`src/rtl/risc_v_32_stall_pipe.sv`:
```
// risc_v_32_stall_pipe: PC, IF/ID and ID/EX registers with stall, bubble and flush handling
module risc_v_32_stall_pipe #(
    parameter logic [31:0]       RESET_PC  = 32'h0000_0000,
    parameter int                CTRL_W    = 37,
    parameter logic [CTRL_W-1:0] LOAD_MASK = 37'h0_0000_001F,
    parameter int                CNT_W     = 32,
    parameter logic [31:0]       NOP_INST  = 32'h0000_0013
) (
    input  logic              clk,
    input  logic              rst,
    input  logic              pc_write,
    input  logic              ifid_write,
    input  logic [CTRL_W-1:0] ctrl_in,
    input  logic              flush,
    input  logic [31:0]       pc_target,
    input  logic [31:0]       imem_inst,
    output logic [31:0]       pc,
    output logic [31:0]       ifid_pc,
    output logic [31:0]       ifid_inst,
    output logic              ifid_valid,
    output logic [4:0]        ifid_rs1,
    output logic [4:0]        ifid_rs2,
    output logic [CTRL_W-1:0] idex_ctrl,
    output logic [31:0]       idex_pc,
    output logic [4:0]        idex_rd,
    output logic              idex_valid,
    output logic              idex_memread,
    output logic [CNT_W-1:0]  stall_count,
    output logic [CNT_W-1:0]  flush_count
);
    assign ifid_rs1     = ifid_inst[19:15];
    assign ifid_rs2     = ifid_inst[24:20];
    assign idex_memread = |(idex_ctrl & LOAD_MASK);

    // pipeline registers: reset, then flush redirect, then per-stage hold enables
    always_ff @(posedge clk) begin
        if (rst) begin
            pc         <= RESET_PC;
            ifid_pc    <= '0;
            ifid_inst  <= NOP_INST;
            ifid_valid <= 1'b0;
            idex_ctrl  <= '0;
            idex_pc    <= '0;
            idex_rd    <= '0;
            idex_valid <= 1'b0;
        end else if (flush) begin
            pc         <= pc_target & ~32'd3;
            ifid_pc    <= '0;
            ifid_inst  <= NOP_INST;
            ifid_valid <= 1'b0;
            idex_ctrl  <= '0;
            idex_pc    <= ifid_pc;
            idex_rd    <= '0;
            idex_valid <= 1'b0;
        end else begin
            if (pc_write)
                pc <= pc + 32'd4;
            if (ifid_write) begin
                ifid_pc    <= pc;
                ifid_inst  <= imem_inst;
                ifid_valid <= 1'b1;
            end
            idex_ctrl  <= ctrl_in;
            idex_pc    <= ifid_pc;
            idex_rd    <= ifid_inst[11:7];
            idex_valid <= ifid_valid & ifid_write & (|ctrl_in);
        end
    end

    // saturating stall/flush performance counters; flush cycles never count as stalls
    always_ff @(posedge clk) begin
        if (rst) begin
            stall_count <= '0;
            flush_count <= '0;
        end else begin
            if (flush && !(&flush_count))
                flush_count <= flush_count + 1'b1;
            if (!flush && (!pc_write || !ifid_write) && !(&stall_count))
                stall_count <= stall_count + 1'b1;
        end
    end
endmodule
```
`config.mk`:
```
export PLATFORM = sky130hd
export DESIGN_NAME = risc_v_32_stall_pipe
export DESIGN_NICKNAME = d
export VERILOG_FILES = /design/src/rtl/risc_v_32_stall_pipe.sv
export SDC_FILE = /design/constraint.sdc
export NUM_CORES = 1
export LEC_CHECK = 0
export ABC_CLOCK_PERIOD_IN_PS = 6300
export CAP_MARGIN = 5
export CORE_UTILIZATION = 48
export DETAILED_ROUTE_END_ITERATION = 6
export PLACE_DENSITY = 0.92
export SLEW_MARGIN = 15
export SYNTH_ARGS = -nofsm -noshare
export SYNTH_HDL_FRONTEND = slang
export SYNTH_SLANG_ARGS = --single-unit
```
`constraint.sdc`:
```
create_clock -name clk -period 6.3 [get_ports clk]
set_clock_uncertainty 0.15 [all_clocks]
set_input_delay 1.89 -clock clk [delete_from_list [all_inputs] [get_ports clk]]
set_output_delay 1.89 -clock clk [all_outputs]
set_load 0.05 [all_outputs]
```
Word level (Yosys, flattened, before mapping)
Cells that the tools add are included.

Flip-flop bits (word level): 236. Bits of input ports: 106. Output and inout port bits: 247. Word-level logic and storage cells: 33.

$add $sub $neg: 3. Multiplexer cells: 2. Bitwise operators: 2. Reductions and logical operators: 15.

Operators by type and width (count): $add 32x1->32 const B (2); $mux 32 (2); $reduce_and 32->1 (2); $reduce_or 37->1 (1); $add 32x3->32 const B (1); $logic_not 1->1 (5); $reduce_or 5->1 (1); $logic_and 1x1->1 (3); $and 1x1->1 (2); $reduce_bool 2->1 (1); $reduce_or 2->1 (1); $logic_or 1x1->1 (1).

Longest topological paths before layout
Depth in word-level cells: 4. Mapped depth: 7. Depth with buffers taken out: 6.

Least setup slack after synthesis
Ideal clock, no wire load.

Kind: input to register. Start: input port pc_write. End: register stall_count[22]. Setup time: 0.070 ns. Data arrival time: 3.494 ns. Data required time: 6.080 ns. Slack: 2.586 ns. Stages: 6. Path buffers: 1. Path through: a21o_1 > or4_1 > buf_2 > or3_1 > or3_1 > a21oi_1.

Longest elaborated chain between the ends: 4.

Ends and longest elaborated chain: start, declared (RTL line 11) `input logic pc_write,`; $logic_not 1->1 (RTL line 78) `if (!flush && (!pc_write || !ifid_write) && !(&stall_count))`; $logic_or 1x1->1 (RTL line 78); $logic_and 1x1->1 (2 in series) (RTL line 78); end signal, assigned (RTL line 79) `stall_count <= stall_count + 1'b1;`; end, declared (RTL line 28) `output logic [CNT_W-1:0] stall_count,`.

No other way between the ends. A chain may end at the register's enable or synchronous reset.

Worst setup path after layout
Start: input port pc_write. End: register pc[26].

Longest elaborated chain between the ends: 1.

Ends and longest elaborated chain: $reduce_bool 2->1 (no source line); end signal, assigned (RTL line 47) `pc <= pc_target & ~32'd3;`; end signal, assigned (RTL line 57) `pc <= pc + 32'd4;`; end, declared (RTL line 17) `output logic [31:0] pc,`.

No other way between the ends.

==> results.md <==
STA:
- The hold violation total from the final report came to 0.
- Setup violations remaining at the end of the flow were counted as 0.
- The transition time at the pin with the least slew margin is 1.10 ns.
- The max-slew violation count is 0.
- The final clock period utilization by the worst path is 70.9%.
- The worst max-slew margin expressed relative to the limit is 26.2%.
- The time the worst path needs with I/O delays and setup is 4.46 ns.
- The total negative setup slack is 0 ns.
- The fmax is 0.224 GHz.
- Setup slack closes at 1.84 ns.
- Setup repair after global routing left no endpoint under its margin.

Drt:
- The routed length per placed instance is 18.3 µm.
- The post-route DRC violation count is 0.
- After detailed routing, the number of vias per cell comes to 5.46.
- The first-iteration detailed-routing DRC count is 489.
- The detail route stage leaves a number of antenna-violating nets equal to 0.
- The detailed-route wire length is 29.0 mm.
- The number of detailed-route iterations in the first pass is 5.
- The routed layout has 8660 vias.

Synthesis:
- The average cell area after synthesis is 9.36 µm².
- The most frequently used flop master after synthesis is dfxtp_1.
- Yosys mapped a number of flops with a built-in enable equal to 0.
- The register area share after synthesis is 49.5%.
- The compound-cell area share of the yosys netlist is 8.06%.
- Yosys attributes the largest share of cell area to dfxtp_1 49%, mux2i_1 7.1%, nor2_1 5.0%.
- The post-synthesis cell area is 9300 µm².
- Of the post-synthesis cell area, the part taken by muxes is 8.07%.
- The synthesized instance count is 994.
- The fraction of post-synthesis cell area in the top cell type by area is 49.5%.
- The post-synthesis simple-gate area fraction is 26.2%.
- The combinational family with the most area after synthesis is simple AND/OR/NAND/NOR gates.
- The cell accounting for the most synthesized area is dfxtp_1.
- The synthesized-area fraction occupied by xor and xnor cells is 3.86%.
- The count of warnings emitted by yosys is 0.
- The fraction of the mapped netlist area in adder cells is 0.403%.
- The number of library cell types mapped by synthesis is 52.
- After synthesis, the share of flip-flops with an asynchronous set or reset is 0%.
- The most instantiated library cell after synthesis is dfxtp_1.
- By count the netlist is led by 230 x dfxtp_1, 124 x nor2_1, 66 x mux2i_1.
- The number of register bits inferred by synthesis is 230.

Critical path:
- The logic depth of the worst setup path including buffers is 6.
- STA puts the critical path data arrival time at 4.73 ns.
- The cell that appears most often on the critical path is nand2_1.
- The sort of element at the start of the critical path is an input port.
- The highest-delay cell along the critical path is nor4_2.
- The critical path goes through clkdlybuf4s50_1 > nand2_1 > nor4_2 > nand2_1 > or4_1 > a311oi_1.
- Of all nets on the critical path, the largest fanout is 12.
- The delay of the slowest cell on the worst path is 0.91 ns.
- The cell family contributing the most delay on the critical path is simple AND/OR/NAND/NOR gates.
- The worst register-to-register path has a depth of 5.
- The endpoint required time on the critical path is 6.56 ns.
- The worst setup path is captured at a flop.
- The path type of the worst setup path is in -> reg.
- The number of buffer and inverter instances along the worst setup path is 1.

Cells and area:
- The number of antenna cells inserted is 0.
- Cells with a size suffix above 1 make up 5.73% of the layout.
- The count of fill cells added during filler insertion is 1297.
- The area taken by multi-input logic gates is 4360 µm².
- The area occupied by registers is 4600 µm².
- From synthesis to final layout, the design area changed by 46.0%.
- The finished layout cell area is 13600 µm².
- For this run, the post-layout net count is 1419.

Floorplanning:
- From bottom edge to top edge, the die measures 141 µm.
- The initial standard-cell utilization of the core is 49.4%.
- Row generation in the floorplan step produced 50 rows.
- The die covers 19900 µm².
- The core outline area is 18800 µm².
- The die extent in x is 141 µm.
- Pin placement for this block handled 353 I/O pins.

CTS:
- The post-cts repair resize count is 0.
- The register clock-pin slew on the reported worst setup and hold paths is 0.06 ns.
- In this run the deepest clock path goes through 3 buffers.
- The clock latency reported for the late side of the worst-skew pair is 0.52 ns.
- The quantity of hold-fixing buffers added after cts is 0.
- CTS built an H-tree with a depth of 1.
- The tree built by TritonCTS fans out to 230 sinks.
- The clock root buffer master is clkbuf_16.
- The clock tree from TritonCTS is done.
- The buffers inserted during post-CTS setup optimization is 0.
- The number of clock buffers added by TritonCTS is 24.

Global routing:
- The first global-routing pass estimated 44.8 mm of wire.
- The pin count of the biggest net entering global routing is 65.
- Global routing consumed, over all layers together, 28.4% of the routing resources.
- The sum of overflow across all layers after global routing is 0.
- The initial antenna violation count is 0.
- The number of global-route vias before repair is 8149.

Pwr:
- The analysis attributes to cell leakage a power of 4.96 nW.
- In this run the power density over the cells is 243 nW/µm².
- VDD sags by at most 0.208 mV.

Place:
- The placed wire-length estimate after detailed placement is 20.8 mm.
- The placed instances occupy a cell area of 12800 µm².
- In this run the tool buffered the top-level ports with 344 buffer cells.
- OpenSTA, run right after detailed placement, puts the worst setup slack at 1.37 ns.
- At the end of routability-driven placement, the weighted congestion stood at 0.896.

Worst hold path:
- Counting instances, the worst hold path has a depth of 1.
- The type of the most critical hold path is reg -> reg.

Job:
- Across the run, the number of max-cap violations was 0.

Outcome:
- The run finished with clean final reports.
[report_power, final]
group / switching, mW / internal [mW]
combinational: 0.258 / 0.167
sequential: 0.0403 / 1.49
clock: 0.572 / 0.767
[worst register-to-register path, cell delays in order, from the launching register on]
cell and delay [ns]:
dfxtp_1 0.53, nand2_1 0.14, nor4_2 0.95, nand2_1 0.28, or4_1 0.47, a311oi_1 0.25
[final cells by class]
| type | count | share of cell area (%) |
|---|---|---|
| Timing Repair Buffer | 351 | 25.7 |
| Multi-Input combinational cell | 689 | 32.1 |
| Clock inverter | 12 | 0.709 |
| Tap cell | 260 | 2.40 |
| Inverter | 14 | 0.387 |
| Clock buffer | 31 | 4.76 |
| Sequential cell | 230 | 33.9 |
[cell usage in the layout, fill, tap and decap left out, types with 4 or more instances in the layout]
cell type,instances
nand3_1,32
nand4_1,38
inv_1,14
nand2_1,57
or3_1,20
and4_1,7
or4_1,18
buf_4,9
clkdlybuf4s50_1,342
conb_1,6
nor3_1,6
nor4_1,16
mux2i_1,66
clkinv_2,10
nor4_4,6
xnor2_1,18
clkbuf_1,5
nor4b_1,4
xor2_1,23
clkbuf_16,24
mux2_2,8
and3_1,10
o21ai_0,25
a21oi_1,50
a211oi_1,17
and2_1,47
nor2b_1,39
nor2_1,123
dfxtp_1,230
o31ai_1,14
a31oi_1,4
[registers in the layout (all words and copies together), names as in the netlist]
signal,cells
pc,30
ifid_inst,32
ifid_pc,30
idex_rd,5
idex_ctrl,37
stall_count,32
idex_valid,1
ifid_valid,1
flush_count,32
idex_pc,30
[stage by stage]
stage	utilization (%)	cells	power [mW]	hold slack (ns)
2_1_floorplan	-	999	1.81	0.551
3_3_place_gp	68.2	1544	1.98	0.304
3_5_place_dp	68.2	1544	1.99	0.317
4_1_cts	72.1	1587	3.32	0.332
5_1_grt	72.1	1587	3.40	0.346
6_report	72.1	1587	3.30	0.330
[layer usage]
metal  part of all wire [%]  vias to the layer above  track usage [%]
met2                     49                      391             49.9
met5                      0                        -                0
met3                    7.7                       76             5.71
met4                    3.2                        0             9.78
li1                       -                     4113                -
met1                     40                     4080             34.4
[worst paths after layout]
| path | slack, ns | from | endpoint |
|---|---|---|---|
| max | 1.84 | pc_write | pc[26] |
| min | 0.33 | ifid_pc[23] | idex_pc[23] |
| max reg2reg | 3.45 | pc[15] | pc[26] |
| min reg2reg | 0.33 | ifid_pc[23] | idex_pc[23] |
[cells by family after synthesis]
| kind of cell | after synthesis |
|---|---|
| AOI/OAI and AO/OA | 124 |
| xor gates and xnor gates | 41 |
| adders and majority gates | 3 |
| buffers and inverters | 80 |
| DFF | 230 |
| muxes | 74 |
| other | 1 |
| and+or+nand+nor | 441 |
Note: power is estimated with default switching activity, not from simulation.
